==> config.mk <==
export PLATFORM = sky130hd
export DESIGN_NAME = spi_arbiter
export DESIGN_NICKNAME = d
export VERILOG_FILES = /design/src/rtl/spi_arb_pkg.sv /design/src/rtl/spi_rr_picker.sv /design/src/rtl/spi_arbiter.sv
export SDC_FILE = /design/constraint.sdc
export NUM_CORES = 1
export LEC_CHECK = 0
export BUFFER_PORTS_ARGS = -buffer_cell sky130_fd_sc_hd__clkbuf_2
export CAP_MARGIN = 10
export CORE_UTILIZATION = 36
export DETAILED_ROUTE_END_ITERATION = 10
export MAX_ROUTING_LAYER = met4
export PLACE_DENSITY = 0.69
export SYNTH_ARGS = -nofsm -noshare
export SYNTH_HDL_FRONTEND = slang
export SYNTH_SLANG_ARGS = --single-unit
==> constraint.sdc <==
create_clock -name clk -period 1.9 [get_ports clk]
set_input_delay 0.285 -clock clk [delete_from_list [all_inputs] [get_ports clk]]
set_output_delay 0.285 -clock clk [all_outputs]
set_load 0.05 [all_outputs]
==> src/rtl/spi_arb_pkg.sv <==
// Shared types and widths for the SPI round-robin arbiter.
// Combinational definitions only; no latency or flow control of its own.
// Imported by spi_arbiter and spi_rr_picker.
package spi_arb_pkg;

    localparam int ADDR_W = 8;
    localparam int DATA_W = 8;

    typedef enum logic [1:0] {
        ST_IDLE,
        ST_ISSUE,
        ST_WAIT,
        ST_RESP
    } arb_state_e;

endpackage

==> src/rtl/spi_rr_picker.sv <==
// Round-robin search: first set request at or above ptr_i, wrapping at NUM_REQ.
// Purely combinational, zero latency.
// No backpressure; valid_o simply reflects whether any request is set.
module spi_rr_picker #(
    parameter int NUM_REQ = 4,
    parameter int IDX_W   = $clog2(NUM_REQ)
) (
    input  logic [NUM_REQ-1:0] req_i,
    input  logic [IDX_W-1:0]   ptr_i,
    output logic               valid_o,
    output logic [IDX_W-1:0]   idx_o
);

    // Scan from the farthest offset down so the nearest set bit is written last.
    always_comb begin
        valid_o = 1'b0;
        idx_o   = '0;
        for (int k = NUM_REQ - 1; k >= 0; k--) begin
            if (req_i[(int'(ptr_i) + k) % NUM_REQ]) begin
                valid_o = 1'b1;
                idx_o   = IDX_W'((int'(ptr_i) + k) % NUM_REQ);
            end
        end
    end

endmodule

==> src/rtl/spi_arbiter.sv <==
// Shares one SPI controller between NUM_REQ requesters; SPI_ARB_TIMEOUT_EN adds a WAIT watchdog.
// Latency: req sampled -> gnt/spi_start next cycle; spi_done -> rsp_valid next cycle.
// Backpressure: one transaction in flight; other requesters hold req until their gnt.
module spi_arbiter
    import spi_arb_pkg::*;
#(
    parameter int NUM_REQ = 4,
    parameter int TIMEOUT = 1024
) (
    input  logic                        clk,
    input  logic                        rst,
    input  logic [NUM_REQ-1:0]          req,
    input  logic [NUM_REQ-1:0]          req_wr,
    input  logic [NUM_REQ*ADDR_W-1:0]   req_addr,
    input  logic [NUM_REQ*DATA_W-1:0]   req_din,
    output logic [NUM_REQ-1:0]          gnt,
    output logic [NUM_REQ-1:0]          rsp_valid,
    output logic [DATA_W-1:0]           rsp_dout,
    output logic                        rsp_err,
    output logic                        busy,
    output logic                        spi_start,
    output logic                        spi_wr,
    output logic [ADDR_W-1:0]           spi_addr,
    output logic [DATA_W-1:0]           spi_din,
    input  logic [DATA_W-1:0]           spi_dout,
    input  logic                        spi_done,
    input  logic                        spi_err
);

    localparam int IDX_W = $clog2(NUM_REQ);

    if (NUM_REQ < 2 || NUM_REQ > 8 || TIMEOUT < 1) begin : g_bad_cfg
        $error("spi_arbiter: NUM_REQ must be 2..8 and TIMEOUT at least 1");
    end

    arb_state_e          state_q, state_d;
    logic [IDX_W-1:0]    ptr_q, ptr_d;
    logic [IDX_W-1:0]    owner_q, owner_d;
    logic [NUM_REQ-1:0]  gnt_q, gnt_d;
    logic [NUM_REQ-1:0]  rsp_valid_q, rsp_valid_d;
    logic [DATA_W-1:0]   rsp_dout_q, rsp_dout_d;
    logic                rsp_err_q, rsp_err_d;
    logic                busy_q;
    logic                spi_start_q, spi_start_d;
    logic                spi_wr_q, spi_wr_d;
    logic [ADDR_W-1:0]   spi_addr_q, spi_addr_d;
    logic [DATA_W-1:0]   spi_din_q, spi_din_d;

    logic                pick_vld;
    logic [IDX_W-1:0]    pick_idx;
    logic [NUM_REQ-1:0]  owner_onehot;
    logic                tmo_hit;

    spi_rr_picker #(
        .NUM_REQ (NUM_REQ),
        .IDX_W   (IDX_W)
    ) u_picker (
        .req_i   (req),
        .ptr_i   (ptr_q),
        .valid_o (pick_vld),
        .idx_o   (pick_idx)
    );

    assign owner_onehot = NUM_REQ'(1) << owner_q;

`ifdef SPI_ARB_TIMEOUT_EN
    localparam int CNT_W = $clog2(TIMEOUT + 1);

    logic [CNT_W-1:0] wd_cnt_q, wd_cnt_d;

    // Cleared while in ISSUE so the count starts at zero on the first WAIT cycle.
    always_comb begin
        wd_cnt_d = wd_cnt_q;
        if (state_q == ST_ISSUE) begin
            wd_cnt_d = '0;
        end else if (state_q == ST_WAIT && !spi_done) begin
            wd_cnt_d = wd_cnt_q + CNT_W'(1);
        end
    end

    always_ff @(posedge clk or negedge rst) begin
        if (!rst) begin
            wd_cnt_q <= '0;
        end else begin
            wd_cnt_q <= wd_cnt_d;
        end
    end

    assign tmo_hit = (state_q == ST_WAIT) && (wd_cnt_q == CNT_W'(TIMEOUT - 1));
`else
    assign tmo_hit = 1'b0;
`endif

    always_comb begin
        state_d     = state_q;
        ptr_d       = ptr_q;
        owner_d     = owner_q;
        gnt_d       = '0;
        spi_start_d = 1'b0;
        rsp_valid_d = '0;
        rsp_dout_d  = rsp_dout_q;
        rsp_err_d   = rsp_err_q;
        spi_wr_d    = spi_wr_q;
        spi_addr_d  = spi_addr_q;
        spi_din_d   = spi_din_q;

        unique case (state_q)
            ST_IDLE: begin
                if (pick_vld) begin
                    owner_d     = pick_idx;
                    spi_wr_d    = req_wr[pick_idx];
                    spi_addr_d  = req_addr[pick_idx*ADDR_W +: ADDR_W];
                    spi_din_d   = req_din[pick_idx*DATA_W +: DATA_W];
                    gnt_d       = NUM_REQ'(1) << pick_idx;
                    spi_start_d = 1'b1;
                    state_d     = ST_ISSUE;
                end
            end
            ST_ISSUE: begin
                state_d = ST_WAIT;
            end
            ST_WAIT: begin
                // A completion in the timeout cycle takes priority over the watchdog.
                if (spi_done) begin
                    rsp_valid_d = owner_onehot;
                    rsp_dout_d  = spi_wr_q ? '0 : spi_dout;
                    rsp_err_d   = spi_err;
                    state_d     = ST_RESP;
                end else if (tmo_hit) begin
                    rsp_valid_d = owner_onehot;
                    rsp_dout_d  = '0;
                    rsp_err_d   = 1'b1;
                    state_d     = ST_RESP;
                end
            end
            ST_RESP: begin
                ptr_d   = (owner_q == IDX_W'(NUM_REQ - 1)) ? '0 : owner_q + IDX_W'(1);
                state_d = ST_IDLE;
            end
            default: begin
                state_d = ST_IDLE;
            end
        endcase
    end

    always_ff @(posedge clk or negedge rst) begin
        if (!rst) begin
            state_q     <= ST_IDLE;
            ptr_q       <= '0;
            owner_q     <= '0;
            gnt_q       <= '0;
            rsp_valid_q <= '0;
            rsp_dout_q  <= '0;
            rsp_err_q   <= 1'b0;
            busy_q      <= 1'b0;
            spi_start_q <= 1'b0;
            spi_wr_q    <= 1'b0;
            spi_addr_q  <= '0;
            spi_din_q   <= '0;
        end else begin
            state_q     <= state_d;
            ptr_q       <= ptr_d;
            owner_q     <= owner_d;
            gnt_q       <= gnt_d;
            rsp_valid_q <= rsp_valid_d;
            rsp_dout_q  <= rsp_dout_d;
            rsp_err_q   <= rsp_err_d;
            busy_q      <= (state_d != ST_IDLE);
            spi_start_q <= spi_start_d;
            spi_wr_q    <= spi_wr_d;
            spi_addr_q  <= spi_addr_d;
            spi_din_q   <= spi_din_d;
        end
    end

    assign gnt       = gnt_q;
    assign rsp_valid = rsp_valid_q;
    assign rsp_dout  = rsp_dout_q;
    assign rsp_err   = rsp_err_q;
    assign busy      = busy_q;
    assign spi_start = spi_start_q;
    assign spi_wr    = spi_wr_q;
    assign spi_addr  = spi_addr_q;
    assign spi_din   = spi_din_q;

endmodule

* Yosys cells after proc, flatten, opt, wreduce, memory -nomap -nowiden
Index checks and enable logic that the tools add are counted.
** Storage, ports and cells
- Register bits :: 42
- Output and inout bits :: 36
- Bits of input ports :: 84
** Cells by class
- Eq/ne operators :: 4
- Add/sub/neg operators :: 4
- Bitwise gates (word level) :: 3
- Shifts and indexed selects :: 4
- Multiplexer cells :: 32
- Order comparisons :: 5
- Reduce and logical (&&, ||, !) cells :: 7
** Operators with widths (number)
- 32-bit by 6-bit indexed part select with 8-bit output :: 2
- 4-bit two-way mux :: 4
- 1-bit two-way mux :: 14
- 2-bit two-way mux :: 7
- 3-bit by 4-bit < comparator with 1-bit output, second input constant :: 3
- 1-bit binary-select mux with 2-bit select :: 5
- 8-bit two-way mux :: 1
- 2-bit case mux with 4 select lines :: 1
- 1-bit by 2-bit left shift with 4-bit output, first input constant :: 2
- 2-bit equality test, second input constant :: 3
- 2-bit by 3-bit < comparator with 1-bit output, second input constant :: 2
- 2-bit OR reduction :: 3
- 2-bit by 1-bit adder with 2-bit output, second input constant :: 2
- 2-bit adder, second input constant :: 2
- 2-bit AND reduction :: 2
- 1-bit AND, first input constant :: 3
- 2-bit by 1-bit equality test with 1-bit output, second input constant :: 1
- 2-bit zero test :: 1
- 2-bit nonzero test :: 1

* Logic depth before layout (Yosys ltp)
- Depth in word-level cells :: 13
- Mapped depth :: 8
- Mapped depth without buffers :: 6

* Modules after synthesis
Synthesis repeated with hierarchy kept, for this count alone.
** Second synthesis, totals
- Cells, all modules :: 193
- Area total of the unflattened synthesis :: 2178.3 µm²
** By module, submodules not included
- spi_arbiter :: times used 1, area an instance 2100.8 µm², cells an instance 180
- spi_rr_picker :: times used 1, area an instance 77.6 µm², cells an instance 13

* Least setup slack after synthesis
OpenSTA, ideal clock, no wires.
- Kind :: register -> register
- Start :: register state_q[0]
- End :: register spi_addr_q[3] (netlist: spi_addr[3])
- Stages on the path, launching flop included :: 9
- Data required time :: 1.772 ns
- Path slack :: 0.297 ns
- Data arrival time :: 1.475 ns
- Path buffers :: 2
- Library setup time :: 0.128 ns
- Cell sequence :: dfrtp_1 inv_1 ha_1 o41ai_4 a21o_1 buf_6 buf_12 a211oi_2 a211oi_2
** On the way
- Longest elaborated chain between the ends :: 2
** RTL lines
- start: declaration :: RTL line spi_arbiter.sv:36 : arb_state_e state_q, state_d;
- start signal: assignment :: RTL line spi_arbiter.sv:161 : state_q <= state_d;
- 2-bit zero test :: RTL line spi_arbiter.sv:107 : unique case (state_q)
- 2-bit AND reduction (no source line)
- end signal: assignment :: RTL line spi_arbiter.sv:171 : spi_addr_q <= spi_addr_d;
- end: declaration :: RTL line spi_arbiter.sv:46 : logic [ADDR_W-1:0] spi_addr_q, spi_addr_d;
Every way passes these cells.
A chain may end at the register's enable or synchronous reset.

* Worst setup path in the final report
- Start :: register state_q[0]
- End :: register spi_addr_q[0] (netlist: spi_addr[0])
The elaborated chain is that of the path after synthesis.

==> out/results.ini <==
[run_status]
status = finished, final reports clean

[power_and_ir_drop]
p_int_mw = 2.624
vdd_drop_max_mv = 0.8011
total_power_mw = 5.271
p_switching_mw = 2.647
p_leak_nw = 1.605
sw_frac_of_total = 0.5022
p_comb_frac = 0.585
seq_power_share = 0.283
power.density_nw_per_um2 = 1662
clkPwrFrac = 0.133

[timing]
fin_ws_ps = 68.70
setup_viol = 0
hold_viol_final = 0
min_period_ps = 1831
worst_pin_slew_ps = 585.6
fin_setup_tns_ps = 0
fin_crit_sh = 0.9638
slew_violations = 0
fin_worst_skew_ps = 6.685
slew_headroom = 0.6087
rsz0062_at_grt = yes
max_freq_ghz = 0.5461

[worst_setup_path]
startpoint_type = register
required_ps = 2050
cp_data_arrival_time_ps = 1980
cp-end-kind = register
crit_fanout = 9
crit_type = reg -> reg

[logic_synthesis]
ys_seq_elements = 42
async_flop_share = 1.000
syn_area_per_cell_um2 = 11.04
synth_area_um2 = 2328
yosysWarnings = 0
synthCells = 211
synth_edf_count = 0
syn_nets = 302
ys_seq_area_frac = 0.4514
ys.flop_type = dfrtp_1
synth_top_area_cell = dfrtp_1
synth_cell_types = 31
synth_top_area_share = 0.4514
synth.area.top_cells = dfrtp_1, a211oi_2, mux2i_1

[cts]
path_clk_slew_ps = 80
cts_root_buffer = clkbuf_8
clock_path_buffers = 2
cts_made_buffers = 5
clock_sinks = 42
cts_max_level = 2
clk_latency_ps = 300
cts_tree = yes

[routing]
post-route-drc-count = 0
via_per_inst = 4.897
drt_iter0_drc = 79
via_count = 2047
wirelength_um = 5882
routedWlPerCell_um = 14.07
ant_nets = 0
first_pass_iters = 4

[global_routing]
grt_max_degree = 20
grt_pass1_wl_um = 9011
grt.overflow.total = 0
antenna_found_initial = 0
grt_util_all_layers = 0.1844
first_global_vias = 1984

[placement]
place_congestion = 0.8167
dpl-instance-area_um2 = 3039
place_ws_ps = -168.7
hpwl_um = 4501
place.port_buffers = 119

[hold_path]
hp-class = in -> reg

[floorplan]
start_util = 0.3820
die_h_um = 82.43
ios = 120
die_area_um2 = 6794
rows = 28
die_w_um = 82.43
core_area_um2 = 6096

[layout]
fin_area_um2 = 3172
drive_above_1_share = 0.4927
area_growth_pct = 36.22
diodes = 0
fillers = 591
fin_nets = 433

[run]
max-cap-violations = 0

synthesized netlist by cell type (all sizes together) (5+ instances only):
cell and count:
buf 8, ha 7, nand2b 8, a21boi 17
inv 7, nor2 20, o21ai 13, and3 5
dfrtp 42, mux2i 18, nand2 15, a211oi 34
path summary, 6_finish.rpt:
| kind | slack (ps) | depth (start not counted) | startpoint | end |
|---|---|---|---|---|
| setup reg to reg | 70 | 8 | state_q[0] | spi_addr[0] |
| hold / removal | 220 | 3 | spi_dout[1] | rsp_dout[1] |
| setup / recovery | 70 | 8 | state_q[0] | spi_addr[0] |
| hold reg to reg | 490 | 2 | rsp_dout[0] | rsp_dout[0] |
| max in group asynchronous | 1080 | 3 | rst | spi_addr[1] |
| min in group asynchronous | 340 | 2 | rst | rsp_valid[3] |
cell families (layout without fill, tap and decap cells):
kind of cell             count (synthesis)  count (layout)  synth area share
AND/OR/NAND/NOR                         54              54            0.1107
multiplexers                            19              19           0.08221
flip-flops                              42              42            0.4514
AO/OA/AOI/OAI                           71              71            0.2676
adder cells (fa/ha/maj)                  7               7           0.03761
buffers and inverters                   18             150           0.05050
layout make-up:
class / instances / area (um^2) / share of cell area
clock buffer: 6 / 72.57 / 0.02288
clock inverter: 2 / 37.54 / 0.01183
inverter: 7 / 26.28 / 0.008284
multi-input combinational: 151 / 1172 / 0.3696
sequential: 42 / 1051 / 0.3314
tap: 75 / 93.84 / 0.02959
timing repair buffer: 135 / 718.2 / 0.2264
state kept, by name, summed over array words and instances (netlist names), 2 cells and up:
| register | cells |
|---|---|
| rsp_dout | 8 |
| spi_din | 8 |
| state_q | 2 |
| gnt | 4 |
| ptr_q | 2 |
| rsp_valid | 4 |
| owner_q | 2 |
| spi_addr | 8 |
per-stage QoR:
| stage | utilization | instances | hold slack [ps] |
|---|---|---|---|
| final | 0.5203 | 418 | 218.9 |
| after global placement | 0.4986 | 409 | 106.9 |
| after detailed placement | 0.4986 | 409 | 110.3 |
| after floorplan | - | 211 | -10.59 |
| after global routing | 0.5203 | 418 | 222.1 |
| after CTS | 0.5191 | 418 | 216.3 |
power groups by stage:
stage	clock network [mW]	registers (mW)	logic [mW]
detailed placement	0	1.51	3.09
global route	0.756	1.54	3.34
floorplan	0	2.49	1.34
finish	0.700	1.49	3.08
global placement	0	1.49	3.04
CTS	0.715	1.49	3.11
critical path: stages, from the launching register on:
cell	delay [ps]
dfrtp_1	400
inv_1	90
ha_2	220
o41ai_4	100
buf_4	180
a21o_1	180
buf_4	190
a211oi_1	270
a211oi_2	50
per-layer routing:
metal | routed length [um] | vias to the layer above | part of all wire | global-route usage
li1 | - | 1023 | - | -
met1 | 2623 | 945 | 0.45 | 0.2207
met2 | 2909 | 74 | 0.49 | 0.3124
met3 | 324 | 5 | 0.055 | 0.05165
met4 | 25 | 0 | 0.0043 | 0.03158
met5 | 0 | - | 0 | -
cells in the final DEF (no fill, tap or decap), types with 2 or more instances in the layout:
cell and instances:
nor3_1 2, dfrtp_1 42, nand2_1 14, nand2b_1 8
a211oi_2 20, a211oi_1 14, inv_1 6, a21o_1 3
a21boi_0 17, clkbuf_2 119, and3_1 5, buf_4 15
ha_1 6, nor2b_1 2, clkbuf_8 5, mux2i_1 18
nor2_1 19, o21ai_0 13
timing repair:
item                                   4_1_cts  5_1_grt
resized for setup                            1        2
setup buffers                                0        0
endpoints found under the hold margin        4        0
setup endpoints to repair                   17       12
hold buffers                                 1        0
Note: power is estimated with default switching activity, not from simulation.
